===== config.mk =====
export PLATFORM = sky130hd
export DESIGN_NAME = instr_assembler
export DESIGN_NICKNAME = d
export VERILOG_FILES = /design/src/rtl/instr_assembler.sv
export SDC_FILE = /design/constraint.sdc
export NUM_CORES = 1
export LEC_CHECK = 0
export BUFFER_PORTS_ARGS = -buffer_cell sky130_fd_sc_hd__buf_2
export CAP_MARGIN = 25
export CORE_MARGIN = 8
export CORE_UTILIZATION = 50
export DETAILED_ROUTE_END_ITERATION = 7
export PLACE_DENSITY_LB_ADDON = 0.3
export REMOVE_ABC_BUFFERS = 1
export SLEW_MARGIN = 20
export SYNTH_ARGS = -nofsm -noshare
export SYNTH_HDL_FRONTEND = slang
export SYNTH_SLANG_ARGS = --single-unit

===== constraint.sdc =====
create_clock -name clk -period 3.38 [get_ports clk]
set_input_delay 0.507 -clock clk [delete_from_list [all_inputs] [get_ports clk]]
set_output_delay 0.507 -clock clk [all_outputs]
set_load 0.03 [all_outputs]

===== src/rtl/instr_assembler.sv =====
// Encodes symbolic instruction requests into MIPS words and writes them
// sequentially into instruction memory, with count/done/err status.
module instr_assembler #(
    parameter int                ADDR_W    = 32,
    parameter logic [ADDR_W-1:0] BASE_ADDR = '0,
    parameter int                DEPTH     = 64,
    localparam int               CNT_W     = $clog2(DEPTH + 1)
) (
    input  logic              clk,
    input  logic              rst,
    input  logic              start,
    input  logic              in_valid,
    output logic              in_ready,
    input  logic              in_last,
    input  logic [2:0]        op_sel,
    input  logic [4:0]        rs,
    input  logic [4:0]        rt,
    input  logic [4:0]        rd,
    input  logic [15:0]       imm,
    output logic              imem_we,
    output logic [ADDR_W-1:0] imem_addr,
    output logic [31:0]       imem_wdata,
    output logic [CNT_W-1:0]  count,
    output logic              done,
    output logic              err
);

    localparam logic [1:0] S_IDLE  = 2'd0;
    localparam logic [1:0] S_LOAD  = 2'd1;
    localparam logic [1:0] S_WRITE = 2'd2;
    localparam logic [1:0] S_DONE  = 2'd3;

    logic [1:0]  state;
    logic        last_flag;
    logic [31:0] enc_word;
    logic        op_legal;
    logic        transfer;

    // Opcode/funct values must match exactly what the main control decoder expects.
    always_comb begin
        enc_word = '0;
        op_legal = 1'b1;
        case (op_sel)
            3'd0:    enc_word = {6'b000000, rs, rt, rd, 5'b00000, 6'b100000};
            3'd1:    enc_word = {6'b100011, rs, rt, imm};
            3'd2:    enc_word = {6'b101011, rs, rt, imm};
            3'd3:    enc_word = {6'b001000, rs, rt, imm};
            3'd4:    enc_word = {6'b000101, rs, rt, imm};
            default: op_legal = 1'b0;
        endcase
    end

    assign in_ready = (state == S_LOAD);
    assign imem_we  = (state == S_WRITE);
    assign done     = (state == S_DONE);
    assign transfer = in_valid && in_ready;

    always_ff @(posedge clk) begin
        if (rst) begin
            state      <= S_IDLE;
            last_flag  <= 1'b0;
            imem_addr  <= BASE_ADDR;
            imem_wdata <= '0;
            count      <= '0;
            err        <= 1'b0;
        end else begin
            case (state)
                S_IDLE, S_DONE: begin
                    if (start) begin
                        state     <= S_LOAD;
                        imem_addr <= BASE_ADDR;
                        count     <= '0;
                        err       <= 1'b0;
                    end
                end
                S_LOAD: begin
                    if (transfer) begin
                        if (op_legal) begin
                            imem_wdata <= enc_word;
                            last_flag  <= in_last;
                            state      <= S_WRITE;
                        end else begin
                            // Illegal requests are dropped but can still terminate the program.
                            err <= 1'b1;
                            if (in_last)
                                state <= S_DONE;
                        end
                    end
                end
                S_WRITE: begin
                    imem_addr <= imem_addr + ADDR_W'(4);
                    count     <= count + CNT_W'(1);
                    if (last_flag || (count + CNT_W'(1) == CNT_W'(DEPTH)))
                        state <= S_DONE;
                    else
                        state <= S_LOAD;
                end
                default: state <= S_IDLE;
            endcase
        end
    end

endmodule


==> results.txt <==
final setup TNS: 0 ns
Least-Margin Pin Slew: 0.741 ns
# setup viols final: 0
global-route wire length before repair: 14.0 mm
filler cell count: 571
commonest non-fill, non-tap cell in the layout: buf_2
die width: 96.3 µm
Synth area leader: dfxtp_1
share of the synthesized area in the top cell type: 0.441
initial antenna violation count: 0
DP Area: 3780 µm²
Root Buffer: clkbuf_8
CP Data Required Time: 3.65 ns
Routed WL: 8.88 mm
ys flop type: dfxtp_1
clock slew at reported path FFs: 0.08 ns
n_diodes: 0
Post-DP HPWL: 6.28 mm
clock share of power: 0.404
maximum vdd ir drop: 0.000291 V
Skew-Pair Late Insertion Delay: 0.35 ns
fin. max-slew vios: 0
most frequent cells in the layout: buf_2 (110), dfxtp_1 (71), nand2_1 (68)
Crit Path Class: reg -> reg
grt ovf: 0
Synth warnings: 0
FP Rows: 29
synthesis-to-finish area growth: 24.6%
Post-Synthesis Cells: 401
setup ws final: 0.692 ns
H-tree levels: 3
register area share after synthesis: 0.441
Reg power frac: 0.468
Final Non-Filler Cells: 581
max-cap violation count: 0
f_max: 372 MHz
Residual DRC: 0
IO buf count: 110
DR pass1 iterations: 4
initial drt markers: 140
Gate power share: 0.128
worst hold slack: 0.398 ns
routed via count: 3266
Inst Count DP: 564
post-CTS sizing: 0
vias in the first global route: 3020
GRT Util Overall: 0.190
CP Capture Type: register
TritonCTS clock tree: done
Setup Fix Bufs, Post-CTS: 0
Finished Core Util: 0.639
core box area: 6280 µm²
Setup crit start kind: register
drt via density: 5.62
Sink Count: 71
gp weighted congestion: 0.808
Cell Area, Synth: 3220 µm²
worst hold path type: in -> reg
Post-CTS Hold Fix Bufs: 0
max_slew headroom: 0.501
Final period util: 0.795
Final Hold Fails: 0
outcome: finished, final reports clean
Synth Register Bits: 71
initial core utilization: 0.513
Cell Pwr Density: 463 nW/µm²
Final nets: 543
critical-path maximum fanout: 22
RSZ-0062 raised after global routing: false
switching pwr: 0.509 mW
Post-synth ARST share: 0
I/O pin count: 114
worst slack at placement: 0.685 ns
crit path time final: 2.69 ns
post-synth cell types: 41
largest net degree at the start of global routing: 34
total power: 1.86 mW
switching part of the total power: 0.273
synth top area cells: dfxtp_1 (44%), a21oi_1 (8.2%), nand2_1 (7.9%)
Inserted Clock Buffers: 9
internal power: 1.35 mW
clock buffer depth: 2
EDFF count, synth: 0
synthesized area per cell: 8.03 µm²
Design Area, Final: 4010 µm²
DIE AREA: 9270 µm²
worst endpoint data arrival time: 2.96 ns
Die Ht: 96.3 µm
clk_skew: 0.0173 ns
Pleak: 1.61 nW
ANT nets after route: 0
wire per inst: 15.3 µm
share of layout cells above drive strength 1: 0.268
==> cell usage after synthesis (2+ instances only) <==
library cell   n
o221ai_1       2
nand2_1       68
and2_1         3
or4_1         20
nor3b_1        2
buf_4          4
o21a_1         3
ha_1           5
nor2_1        18
nor4_1         5
o21ai_0       10
clkbuf_1      24
a311oi_1       6
and4_1         4
nor2b_1        4
a211oi_1       2
dfxtp_1       71
nor3_1        10
a21oi_1       53
inv_1         11
or3_1          3
xnor2_1        6
o31ai_1       19
nand3_1       25
nand4_1        6
a32oi_1        2
==> flip-flops by register name, indices dropped and copies added, names as in the netlist <==
name,cells
imem_wdata,30
imem_addr,30
count,7
state,2
last_flag,1
err,1
==> worst max-delay path, cell delays in order (launching register included) <==
cell and delay (ns):
dfxtp_1 0.33, inv_1 0.09, ha_1 0.46, mux2i_2 0.17, or4_1 0.85, or4_1 0.58
a21oi_1 0.14
==> cells by family after synthesis <==
family                   after synthesis  synth area share
flip-flops                            71             0.441
AND/OR/NAND/NOR                      173             0.269
other                                  1           0.00116
adder cells (fa/ha/maj)                5            0.0194
buffers and inverters                 41            0.0528
multiplexers                           1           0.00427
AO/OA/AOI/OAI                        103             0.196
XOR/XNOR                               6            0.0163
==> worst paths after layout <==
path                               startpoint  slack, ns             end  depth (start not counted)
worst max register to register       state[0]       0.69   imem_addr[19]                          6
worst min register to register  imem_wdata[2]       0.45   imem_wdata[2]                          2
worst max-delay path                 state[0]       0.69   imem_addr[19]                          6
worst min-delay path                    rs[2]       0.40  imem_wdata[23]                          3
==> power groups by stage <==
stage	Sequential, mW	Combinational, mW	Clock (mW)
finish	0.871	0.238	0.751
global route	0.874	0.261	0.799
CTS	0.871	0.236	0.766
detailed placement	0.891	0.235	0
global placement	0.889	0.231	0
floorplan	0.929	0.104	0
==> area by class of cell <==
cell class | count | area, µm² | area share
Clock buffer | 9 | 124 | 0.0309
Clock inverter | 7 | 96.3 | 0.0240
Inverter | 11 | 41.3 | 0.0103
Multi-Input combinational cell | 291 | 1640 | 0.409
Sequential cell | 71 | 1420 | 0.354
Tap cell | 77 | 96.3 | 0.0240
Timing Repair Buffer | 115 | 592 | 0.147
==> routing by layer <==
layer	up-vias	global-route usage	routed length, µm
li1	1643	-	-
met1	1517	0.225	3840
met2	94	0.306	4120
met3	12	0.0710	801
met4	0	0.0679	120
met5	-	0	0
No activity file was read; power rests on OpenSTA's default activity.
